**src/rtl/mips_pkg.sv**
```systemverilog
// Shared types and constants for the MIPS boot-and-run support logic.
package mips_pkg;

  localparam int INSTR_W    = 32;
  localparam int NUM_REGS   = 32;
  localparam int REG_ADDR_W = $clog2(NUM_REGS);
  localparam int DUMP_PAIRS = NUM_REGS / 2;
  localparam int DUMP_W     = $clog2(DUMP_PAIRS);

  typedef enum logic [2:0] {
    IDLE,
    LOAD,
    RUN,
    DUMP,
    DONE
  } loader_state_t;

endpackage

```
**src/rtl/up_counter.sv**
```systemverilog
// Free-running up counter with synchronous clear, enable and terminal-match flag.
module up_counter #(
  parameter int WIDTH = 8
) (
  input  logic             clk,
  input  logic             clear,
  input  logic             enable,
  input  logic [WIDTH-1:0] matchVal,
  output logic [WIDTH-1:0] count,
  output logic             atMatch
);

  always_ff @(posedge clk) begin
    if (clear) begin
      count <= '0;
    end else if (enable) begin
      count <= count + WIDTH'(1);
    end
  end

  assign atMatch = (count == matchVal);

endmodule

```
**src/rtl/imem_loader.sv**
```systemverilog
// Boot sequencer: streams a program into instruction memory, runs the pipeline
// for a fixed budget, then walks the register-file read ports for a dump.
module imem_loader
  import mips_pkg::*;
#(
  parameter int MAX_WORDS = 32,
  parameter int IDX_W     = 5,
  parameter int RUN_W     = 16
) (
  input  logic                  clk,
  input  logic                  resetN,
  input  logic                  start,
  input  logic [IDX_W:0]        progLength,
  input  logic [RUN_W-1:0]      runCycles,
  input  logic [INSTR_W-1:0]    wordIn,
  input  logic                  wordValid,
  output logic                  wordReady,
  output logic [INSTR_W-1:0]    instrIn,
  output logic [INSTR_W-1:0]    instrAddr,
  output logic                  instrWrite,
  output logic                  instrRead,
  output logic                  pcReset,
  output logic                  pcWrite,
  output logic                  initializing,
  output logic                  ending,
  output logic [REG_ADDR_W-1:0] endReadReg1,
  output logic [REG_ADDR_W-1:0] endReadReg2,
  output logic                  dumpValid,
  output logic                  busy,
  output logic                  done,
  output logic                  error
);

  localparam int CNT_W = (IDX_W > DUMP_W) ? IDX_W : DUMP_W;

  loader_state_t    state, nextState;
  logic [IDX_W-1:0] lastIdx;
  logic [RUN_W-1:0] lastRun;
  logic             errorQ;
  logic             startOk, startAccept, startReject, loadDone;

  logic [CNT_W-1:0] idxCount, idxMatch;
  logic             idxAtMatch, idxClear, idxEnable;
  logic [RUN_W-1:0] runCountUnused;
  logic             runAtMatch, runClear;

  assign startOk = (progLength != '0) && (progLength <= (IDX_W+1)'(MAX_WORDS));

  always_ff @(posedge clk) begin
    if (!resetN) begin
      state <= IDLE;
    end else begin
      state <= nextState;
    end
  end

  always_comb begin
    nextState    = state;
    startAccept  = 1'b0;
    startReject  = 1'b0;
    loadDone     = 1'b0;
    wordReady    = 1'b0;
    initializing = 1'b0;
    pcReset      = 1'b0;
    pcWrite      = 1'b0;
    instrRead    = 1'b0;
    ending       = 1'b0;
    dumpValid    = 1'b0;
    busy         = 1'b0;
    done         = 1'b0;
    case (state)
      IDLE, DONE: begin
        pcReset = 1'b1;
        done    = (state == DONE);
        if (start) begin
          if (startOk) begin
            startAccept = 1'b1;
            nextState   = LOAD;
          end else begin
            startReject = 1'b1;
            nextState   = IDLE;
          end
        end
      end
      LOAD: begin
        initializing = 1'b1;
        pcReset      = 1'b1;
        busy         = 1'b1;
        // Gated by resetN so a word offered on the reset edge is never written.
        wordReady    = resetN;
        if (wordValid && resetN && idxAtMatch) begin
          loadDone  = 1'b1;
          nextState = RUN;
        end
      end
      RUN: begin
        pcWrite   = 1'b1;
        instrRead = 1'b1;
        busy      = 1'b1;
        if (runAtMatch) nextState = DUMP;
      end
      DUMP: begin
        ending    = 1'b1;
        dumpValid = 1'b1;
        busy      = 1'b1;
        if (idxAtMatch) nextState = DONE;
      end
      default: nextState = IDLE;
    endcase
  end

  // runCycles of 0 is folded into a one-cycle budget when it is latched.
  always_ff @(posedge clk) begin
    if (!resetN) begin
      errorQ  <= 1'b0;
      lastIdx <= '0;
      lastRun <= '0;
    end else if (startAccept) begin
      errorQ  <= 1'b0;
      lastIdx <= IDX_W'(progLength - (IDX_W+1)'(1));
      lastRun <= (runCycles == '0) ? '0 : runCycles - RUN_W'(1);
    end else if (startReject) begin
      errorQ  <= 1'b1;
    end
  end

  // One counter serves as the load word index and, later, the dump pair index.
  assign idxClear  = !resetN || !(state inside {LOAD, DUMP}) || loadDone;
  assign idxEnable = instrWrite || (state == DUMP);
  assign idxMatch  = (state == DUMP) ? CNT_W'(DUMP_PAIRS - 1) : CNT_W'(lastIdx);

  up_counter #(.WIDTH(CNT_W)) idxCounter (
    .clk      (clk),
    .clear    (idxClear),
    .enable   (idxEnable),
    .matchVal (idxMatch),
    .count    (idxCount),
    .atMatch  (idxAtMatch)
  );

  assign runClear = !resetN || (state != RUN) || runAtMatch;

  up_counter #(.WIDTH(RUN_W)) runCounter (
    .clk      (clk),
    .clear    (runClear),
    .enable   (state == RUN),
    .matchVal (lastRun),
    .count    (runCountUnused),
    .atMatch  (runAtMatch)
  );

  assign instrWrite  = wordReady & wordValid;
  assign instrIn     = (state == LOAD) ? wordIn : '0;
  assign instrAddr   = (state == LOAD) ? INSTR_W'({idxCount[IDX_W-1:0], 2'b00}) : '0;
  assign endReadReg1 = ending ? {idxCount[DUMP_W-1:0], 1'b0} : '0;
  assign endReadReg2 = ending ? {idxCount[DUMP_W-1:0], 1'b1} : REG_ADDR_W'(1);
  assign error       = errorQ;

endmodule

```
**config.mk**
```make
export PLATFORM = sky130hd
export DESIGN_NAME = imem_loader
export DESIGN_NICKNAME = d
export VERILOG_FILES = /design/src/rtl/mips_pkg.sv /design/src/rtl/up_counter.sv /design/src/rtl/imem_loader.sv
export SDC_FILE = /design/constraint.sdc
export NUM_CORES = 1
export LEC_CHECK = 0
export ABC_CLOCK_PERIOD_IN_PS = 2000
export BUFFER_PORTS_ARGS = -buffer_cell sky130_fd_sc_hd__buf_2
export CAP_MARGIN = 20
export CELL_PAD_IN_SITES_DETAIL_PLACEMENT = 0
export CELL_PAD_IN_SITES_GLOBAL_PLACEMENT = 1
export CORE_MARGIN = 2
export CORE_UTILIZATION = 30
export DETAILED_ROUTE_END_ITERATION = 10
export PLACE_DENSITY = 0.89
export SYNTH_ARGS = -nofsm -noshare
export SYNTH_HDL_FRONTEND = slang
export SYNTH_SLANG_ARGS = --single-unit
export TNS_END_PERCENT = 5
```
**constraint.sdc**
```tcl
create_clock -name clk -period 2 [get_ports clk]
set_input_delay 0.3 -clock clk [delete_from_list [all_inputs] [get_ports clk]]
set_output_delay 0.3 -clock clk [all_outputs]
set_load 0.03 [all_outputs]
```
==> key figures <==
Run status
  – Run status: complete, no violations

Critical path
  – Endpoint required time on the critical path: 1700 ps
  – Longest individual stage delay on the worst path: 320 ps
  – Flop2flop setup slack: 100 ps
  – Start point of the critical path: state[2]
  – Top Family by Delay on Critical Path: simple AND/OR/NAND/NOR gates
  – Reg2reg end: state[0]
  – Setup crit end kind: output port
  – Data arrival, critical path: 1640 ps
  – Kind of critical path: reg2out
  – Reg2Reg Depth: 6
  – Launching element type of the critical path: flip-flop
  – Cells along the critical path: buf_4, nand2b_4, nor2_4, clkbuf_16, and2_1, buf_6
  – Critical path buffers and inverters: 3
  – Reg-to-reg critical path startpoint: state[0]
  – Worst path slowest cell: dfxtp_1
  – Highest fanout seen on the critical path: 19

STA
  – Final count of negative-setup-slack endpoints: 0
  – Final hold vios: 0
  – Post-layout min period: 1940 ps
  – Setup skew after layout: 4.47 ps
  – Share of the cycle needed by the critical path after routing: 96.9%
  – Unrepaired setup endpoints after global routing: true
  – Pins Over Slew Limit: 0
  – Max frequency: 516 MHz

Pwr
  – Leakage power: 1.83 nW
  – Internal power of the cells: 1.55 mW
  – Combinational group share of total power: 26.8%
  – Power per unit of standard cell area: 594 nW/um^2
  – P_sw: 738 uW
  – Sw frac: 32.2%
  – Register share of total power: 42.7%
  – Maximum ir drop on the vdd rail: 324 uV
  – Proportion of power drawn by the clock network: 30.6%

Place
  – Post-DP HPWL: 5790 um
  – Total placed cells including tap cells: 607
  – Global placer's final weighted congestion: 0.819
  – Number of buffers added on ports: 113
  – Placed cell area: 3600 um^2

Clock network
  – Setup bufs post-CTS: 0
  – Clock tree from TritonCTS: yes
  – Bufs on Longest Clock Path: 2
  – Clock latency reported for the late side of the worst-skew pair: 300 ps
  – Count of clock tree sinks: 46
  – CTS hold repair buffers: 0
  – Number of buffers created by CTS: 5
  – Root buf cell: clkbuf_8
  – Register clock-pin slew on the reported worst setup and hold paths: 90 ps
  – H-tree depth reported by CTS: 2

Cells and area
  – Area added between synthesis and finish: 28.3%
  – Final Instance Count excl. Fillers: 616
  – Most common cell after layout, fill and taps aside: buf_2
  – N_diodes: 0
  – Highest-count cells in the layout ignoring fill and taps: buf_2 (81), dfxtp_1 (46), and2_1 (39)
  – NumNets Final: 545
  – Final std cell area, no fill: 3860 um^2
  – Proportion of layout cells with a drive suffix above 1: 31.7%

Yosys
  – Count of different cell masters after synthesis: 46
  – Syn Area/Cell: 8.10 um^2
  – Number of instances in the synthesized netlist: 371
  – Total standard cell area after synthesis: 3010 um^2
  – Synth Register Bits: 46
  – Sequential share of the synthesized area: 30.6%
  – Number of warnings issued by yosys: 0
  – Fraction of synthesis flops using an asynchronous set or reset pin: 0%
  – Number of enable-type register cells in the synthesized netlist: 0
  – Main synth FF type: dfxtp_1

Global routing
  – Number of antenna violations at the first check in global routing: 0
  – Total gr overflow: 0
  – Total routing usage reported by global routing: 12.6%
  – Via count of the first global-routing pass: 2536
  – Pin count of the biggest net entering global routing: 39
  – Global-route wire length before repair: 11600 um

Detailed routing
  – Initial drt markers: 152
  – DRC violation count after routing: 0
  – Post-detailed-route count of antenna-violating nets: 0
  – DRT Wirelength: 7400 um
  – Detailed-route wire length per cell: 12.0 um
  – Total via count after detailed routing: 2790
  – Via-per-instance ratio: 4.53
  – 1st-pass router iterations: 4

Flow run
  – MaxCap Viol Count: 0

Floorplanning
  – Number of placement rows: 36
  – Count of boundary I/O pins: 143
  – DIE WIDTH: 104 um
  – Die outline height: 104 um
  – Die area: 10800 um^2
  – Starting Density: 30.9%
  – Core Footprint: 9730 um^2

Hold path
  – Cell depth of the worst min-delay path: 2
  – Worst hold path startpoint: progLength[0]
  – Class of the worst hold path: in2reg
  – Sink of the worst hold path: lastIdx[0]
-- how the worst max path moves through the flow --
stage | slack (ps) | cells after the start | end
2_1_floorplan | -30 | 4 | instrWrite
3_3_place_gp | 40 | 9 | lastRun[13]
3_5_place_dp | -100 | 9 | lastRun[6]
4_1_cts | 10 | 6 | instrIn[0]
5_1_grt | -30 | 6 | instrIn[3]
6_report | 60 | 6 | instrAddr[6]
-- cell type report --
class | count | area [um^2]
clock buffer | 5 | 68.8
timing repair buffer | 126 | 796
tap | 133 | 166
sequential | 46 | 921
clock inverter | 3 | 43.8
fill | 997 | 5870
inverter | 8 | 30.0
multi-input combinational | 295 | 1830
-- logic make-up after synthesis --
kind of cell | count (synthesis) | share of synthesized area, %
compound gates | 47 | 10.1
xor+xnor | 50 | 14.6
fa+ha+maj | 5 | 2.08
buf+inv | 57 | 12.6
flops | 46 | 30.6
other cells | 2 | 0.250
simple gates | 164 | 29.8
-- state kept, by name, summed over array words and instances (netlist names) --
name and count:
lastRun 16, runCounter.count 16, idxCounter.count 5, lastIdx 5, state 3, error 1
-- power by group through the flow --
stage | Combinational (mW) | Sequential (mW) | Clock, mW
final | 0.613 | 0.978 | 0.701
after global routing | 0.662 | 0.984 | 0.744
after CTS | 0.572 | 0.977 | 0.711
after detailed placement | 0.567 | 0.998 | 0
after global placement | 0.558 | 0.997 | 0
after floorplan | 0.436 | 0.992 | 0
-- cells in the mapped netlist, types with 3 or more instances --
cell type / count / area [um^2]
nor2_1: 34 / 128
and2_2: 4 / 30.0
xnor2_1: 14 / 123
nand2_1: 32 / 120
and2_1: 40 / 250
buf_2: 4 / 20.0
inv_1: 7 / 26.3
dfxtp_1: 46 / 921
buf_4: 36 / 270
and3_1: 3 / 18.8
nor3_1: 7 / 35.0
o21ai_0: 26 / 130
a21oi_1: 8 / 40.0
and4_1: 3 / 26.3
ha_1: 5 / 62.6
nor4_1: 7 / 43.8
or3_1: 3 / 18.8
xor2_1: 36 / 315
clkbuf_1: 6 / 22.5
nand3_1: 8 / 40.0
nand4_1: 11 / 68.8
-- what timing repair did --
item                                    4_1_cts  5_1_grt
resized for setup                             7       56
cloned                                        0        1
pin swaps                                     0        1
endpoints found under the setup margin       37       38
-- stage by stage --
stage          TNS (ps)  hold WS [ps]  util (%)  setup slack, ps  power, mW
2_1_floorplan     -26.1           413         -            -26.1       1.43
3_3_place_gp          0           452      37.0             40.4       1.56
3_5_place_dp       -932           463      37.0            -98.5       1.57
4_1_cts               0           209      38.3             13.5       2.26
5_1_grt            -250           244      39.6            -31.6       2.39
6_report              0           214      39.6             61.0       2.29
-- metal layers --
metal | part of all wire [%] | global-route usage [%]
met2 | 49 | 22.7
met3 | 6.5 | 3.07
met5 | 0 | 0
met1 | 43 | 14.6
met4 | 2.1 | 4.44
No activity file was read; power rests on OpenSTA's default activity.
